<file path="src/rtl/cpu_clock_controller.sv">
// Generates the divided CPU clock from clkf. It supports free-run, single-step and halt modes,
// and counts the rising edges of the CPU clock.
module cpu_clock_controller #(
   parameter int CNT_W = 16
) (
   input  logic             clkf,
   input  logic             rst,
   input  logic             start,
   input  logic             step,
   input  logic             halt_req,
   input  logic             cfg_load,
   input  logic [3:0]       div_sel,
   output logic             clk,
   output logic             clk_rise,
   output logic             running,
   output logic             halted,
   output logic [CNT_W-1:0] cycle_count
);

   typedef enum logic [1:0] {
      S_IDLE = 2'd0,
      S_RUN  = 2'd1,
      S_STEP = 2'd2,
      S_HALT = 2'd3
   } state_t;

   state_t             r_state;
   state_t             w_next_state;
   logic               r_clk;
   logic               r_clk_rise;
   logic               r_running;
   logic               r_halted;
   logic               r_step_q;
   logic [3:0]         r_cnt;
   logic [3:0]         r_div;
   logic [CNT_W-1:0]   r_cycle_count;

   logic               w_step_edge;
   logic               w_due;
   logic               w_stop;
   logic               w_toggle;
   logic               w_clk_next;
   logic [3:0]         w_cnt_next;

   assign w_step_edge = step & ~r_step_q;
   assign w_due       = (r_cnt == r_div);
   // Stopping is only legal at the end of a high phase, so a started low phase always completes.
   assign w_stop      = w_due & r_clk & (halt_req | ~start);

   // State register
   always_ff @(posedge clkf) begin
      if (rst) begin
         r_state <= S_IDLE;
      end else begin
         r_state <= w_next_state;
      end
   end

   // Next-state decode
   always_comb begin
      w_next_state = r_state;
      case (r_state)
         S_IDLE: begin
            if (start) begin
               w_next_state = S_RUN;
            end else if (w_step_edge) begin
               w_next_state = S_STEP;
            end else begin
               w_next_state = S_IDLE;
            end
         end
         S_RUN: begin
            if (w_stop && halt_req) begin
               w_next_state = S_HALT;
            end else if (w_stop) begin
               w_next_state = S_IDLE;
            end else begin
               w_next_state = S_RUN;
            end
         end
         S_STEP: begin
            if (w_due && !r_clk) begin
               w_next_state = S_IDLE;
            end else begin
               w_next_state = S_STEP;
            end
         end
         S_HALT: begin
            if (!start) begin
               w_next_state = S_IDLE;
            end else begin
               w_next_state = S_HALT;
            end
         end
         default: w_next_state = S_IDLE;
      endcase
   end

   // Output/datapath decode
   always_comb begin
      w_toggle   = 1'b0;
      w_cnt_next = 4'd0;
      w_clk_next = 1'b1;
      case (r_state)
         S_RUN: begin
            w_toggle   = w_due & ~w_stop;
            w_cnt_next = w_due ? 4'd0 : r_cnt + 4'd1;
            w_clk_next = w_toggle ? ~r_clk : r_clk;
         end
         S_STEP: begin
            w_toggle   = w_due;
            w_cnt_next = w_due ? 4'd0 : r_cnt + 4'd1;
            w_clk_next = w_toggle ? ~r_clk : r_clk;
         end
         S_IDLE: begin
            w_toggle   = 1'b0;
            w_cnt_next = 4'd0;
            w_clk_next = 1'b1;
         end
         S_HALT: begin
            w_toggle   = 1'b0;
            w_cnt_next = 4'd0;
            w_clk_next = 1'b1;
         end
         default: begin
            w_toggle   = 1'b0;
            w_cnt_next = 4'd0;
            w_clk_next = 1'b1;
         end
      endcase
   end

   // Datapath and registered outputs
   always_ff @(posedge clkf) begin
      if (rst) begin
         r_clk         <= 1'b1;
         r_clk_rise    <= 1'b0;
         r_running     <= 1'b0;
         r_halted      <= 1'b0;
         r_step_q      <= 1'b0;
         r_cnt         <= 4'd0;
         r_div         <= 4'd3;
         r_cycle_count <= '0;
      end else begin
         r_clk      <= w_clk_next;
         r_cnt      <= w_cnt_next;
         r_step_q   <= step;
         r_running  <= (w_next_state == S_RUN);
         r_halted   <= (w_next_state == S_HALT);
         r_clk_rise <= w_toggle & ~r_clk;
         if (w_toggle && !r_clk) begin
            r_cycle_count <= r_cycle_count + CNT_W'(1);
         end else begin
            r_cycle_count <= r_cycle_count;
         end
         if (cfg_load && (r_state == S_IDLE || r_state == S_HALT)) begin
            r_div <= div_sel;
         end else begin
            r_div <= r_div;
         end
      end
   end

   assign clk         = r_clk;
   assign clk_rise    = r_clk_rise;
   assign running     = r_running;
   assign halted      = r_halted;
   assign cycle_count = r_cycle_count;

endmodule

</file>
<file path="config.mk">
export PLATFORM = sky130hd
export DESIGN_NAME = cpu_clock_controller
export DESIGN_NICKNAME = d
export VERILOG_FILES = /design/src/rtl/cpu_clock_controller.sv
export SDC_FILE = /design/constraint.sdc
export NUM_CORES = 1
export LEC_CHECK = 0
export ABC_AREA = 0
export BUFFER_PORTS_ARGS = -buffer_cell sky130_fd_sc_hd__buf_4
export CORE_MARGIN = 3
export CORE_UTILIZATION = 45
export DETAILED_ROUTE_END_ITERATION = 16
export PLACE_DENSITY = 0.76
export SKIP_CTS_REPAIR_TIMING = 1
export SLEW_MARGIN = 20
export SYNTH_ARGS = -nofsm -noshare
export SYNTH_HDL_FRONTEND = slang
export SYNTH_SLANG_ARGS = --single-unit
</file>
<file path="constraint.sdc">
create_clock -name clkf -period 5.57 [get_ports clkf]
set_input_delay 0.557 -clock clkf [delete_from_list [all_inputs] [get_ports clkf]]
set_output_delay 0.557 -clock clkf [all_outputs]
set_load 0.05 [all_outputs]
</file>
==> impl_results.md <==
* Status: finished, final reports clean
* Highest clock rate at 0.430 GHz
* Met3 wire length at 180 um
* Core ar. at 3150 um2
* Top-area cell type share of the netlist area at 40.3%
* Hold path cells at 2
* DP HPWL at 2.31 mm
* Top Metal Used: met4
* Sequential share of the synthesized area at 40.3%
* Drc violations at 0
* CTS Buf Count at 5
* Clock Sinks at 31
* Post-Synth Simple-Gate Area at 27.4%
* Post-Synth Adder-Cell Area at 4.87%
* Number of max-cap violations at 0
* Die Y-Extent at 64.5 um
* Syn_nets at 189
* Yosys warns at 0
* Wire length per cell at 12.9 um
* Synthesized instance count at 173
* Vias in the first global route at 1173
* Measured slew at the worst slew-check pin at 0.788 ns
* Pin count of the biggest net entering global routing at 39
* Filler cells at 304
* Leak Pwr at 0.789 nW
* Final Util at 58.0%
* Critical path peak fanout at 27
* Rel. slew slack at 47.5%
* Syn avg cell area at 8.91 um2
* Power density cells at 224 nW/um2
* Number of synthesized flops with an enable pin at 0
* FFs w/ async S/R, synth at 0%
* Sequential Area at 621 um2
* DRT iter0 DRCs at 52
* Clk_skew at 0.00668 ns
* Post-Syn Area at 1540 um2
* Gp weighted congestion at 0.780
* DR vias/cell at 5.18
* Complex-gate fraction of the synthesized area at 9.33%
* RSZ-0062 raised after global routing: no
* Critical Path AT at 2.54 ns
* Antenna Cells at 0
* Detail Route Antenna Nets at 0
* Area leader, netlist: dfxtp_1
* CP Capture Type: flip-flop
* Setup violators final at 0
* Met2 wire len at 1.50 mm
* Die ar. at 4160 um2
* Mux contribution to synthesized area at 10.1%
* Hold Path Class: in2reg
* Largest family of logic cells by synthesized area: simple AND/OR/NAND/NOR gates
* Register bit total from synthesis at 31
* Clock Pin Slew Worst Setup and Hold Paths at 0.09 ns
* CTS Buffer Depth at 2
* Worst Reg-to-Reg Cells at 4
* Xor/xnor cell area share of the yosys netlist at 3.41%
* Skew-Pair Late Insertion Delay at 0.33 ns
* Final min period at 2.32 ns
* Critical path startpoint category: flip-flop
* Setup_tns at 0 ns
* CP Class: reg2reg
* Layout cells sized above 1 at 18.0%
* Final worst-path cycle share at 41.7%
* DRT Pass-1 Iters at 4
* M1 wire length at 1.43 mm
* Area Growth Syn to Fin at 18.6%
* Area contributors post-synth: dfxtp_1 40%, mux2_1 8.8%, nor2b_1 6.9%
* H-tree levels at 2
* Initial Util at 48.9%
* Netlist cell types at 37
* IO Count at 30
* CTS root buf: clkbuf_4
* Clock tree from TritonCTS: yes
* PortBufs at 29
* Pins Over Slew Limit at 0
* Aggregate global routing overflow at 0
* Rows at 20
* Number of nets in the layout at 216
* Worst path required time at 5.79 ns
* Initial antenna violation count at 0
* Gr usage total at 16.2%
* Vias at 1265
* Fin. Hold Viols at 0
* Total routed wirelength at 3.15 mm
* Die W at 64.5 um
* VDD IR max at 0.200 mV
* Top FF cell, synth: dfxtp_1
* First-pass GRT wire length at 5.36 mm
* Area occupied by multi-input gates at 848 um2
synth_stat cells (3+ instances only):
master    number
inv_1          8
ha_1           6
or3_1          3
mux2_1        12
dfxtp_1       31
o21ai_1        5
nor2b_1       17
nand2_1        5
nor3_1        12
nor4_1         3
clkbuf_1       6
nand3_1        8
nor2_1        18
xor2_1         5
a21oi_1        5
report_power, final:
group / switching [mW] / internal, mW
sequential: 0.00478 / 0.227
combinational: 0.0278 / 0.0190
clock: 0.0728 / 0.0584
total: 0.105 / 0.305
path summary, 6_finish.rpt:
kind	startpoint	end	slack [ns]
max	r_cnt[1]	cycle_count[15]	3.25
max reg2reg	r_cnt[1]	cycle_count[15]	3.25
min reg2reg	r_cnt[0]	r_cnt[0]	0.50
min	div_sel[1]	r_div[1]	0.43
registers in the layout, indices dropped and copies added, names as in the netlist:
register and cells:
clk 1, clk_rise 1, cycle_count 16, halted 1, r_cnt 4, r_div 4, r_state 2, r_step_q 1
running 1
cells by family (layout without fill, tap and decap cells):
family,count (synthesis),in the layout
and+or+nand+nor,78,78
buffers and inverters,17,44
xor gates and xnor gates,6,6
muxes,14,14
AOI/OAI and AO/OA,21,21
DFF,31,31
adders and majority gates,6,6
per-stage QoR:
step	hold WS [ns]	cell area (um2)	worst slack [ns]	power [mW]	std cells
CTS	0.423	1830	3.25	0.413	244
global placement	0.453	1770	3.36	0.282	237
detailed placement	0.480	1770	3.27	0.284	237
floorplan	0.440	1540	3.65	0.271	173
global route	0.419	1830	3.10	0.429	244
finish	0.431	1830	3.25	0.410	244
placed cells by master, fill, tap and decap left out, types with 2 or more instances in the layout:
cell and count:
a211o_1 2, a21oi_1 5, and3_1 2, and4_1 2
buf_4 29, clkbuf_4 5, dfxtp_1 31, ha_1 6
inv_1 8, mux2_1 12, mux2i_1 2, nand2_1 5
nand2b_1 2, nand3_1 8, nor2_1 18, nor2b_1 17
nor3_1 12, nor4_1 3, o21ai_1 5, o21ba_1 2
or3_1 3, or4_1 2, xor2_1 5
routing by layer:
layer,track usage [%],up-vias
li1,-,653
met1,20.3,577
met4,6.33,0
met3,4.16,6
met5,0,-
met2,26.7,29
critical path, stage by stage, from the launching register on:
cell and delay, ns:
dfxtp_1 0.35, xor2_1 0.16, or4_1 0.91, nor4_1 0.45
mux2_1 0.35
cell type report:
cell class / instances / area share [%]
Sequential cell: 31 / 33.9
Inverter: 8 / 1.64
Clock inverter: 1 / 0.274
Clock buffer: 6 / 2.81
Timing Repair Buffer: 29 / 11.9
Multi-Input combinational cell: 125 / 46.4
Tap cell: 44 / 3.01
Note: power is estimated with default switching activity, not from simulation.
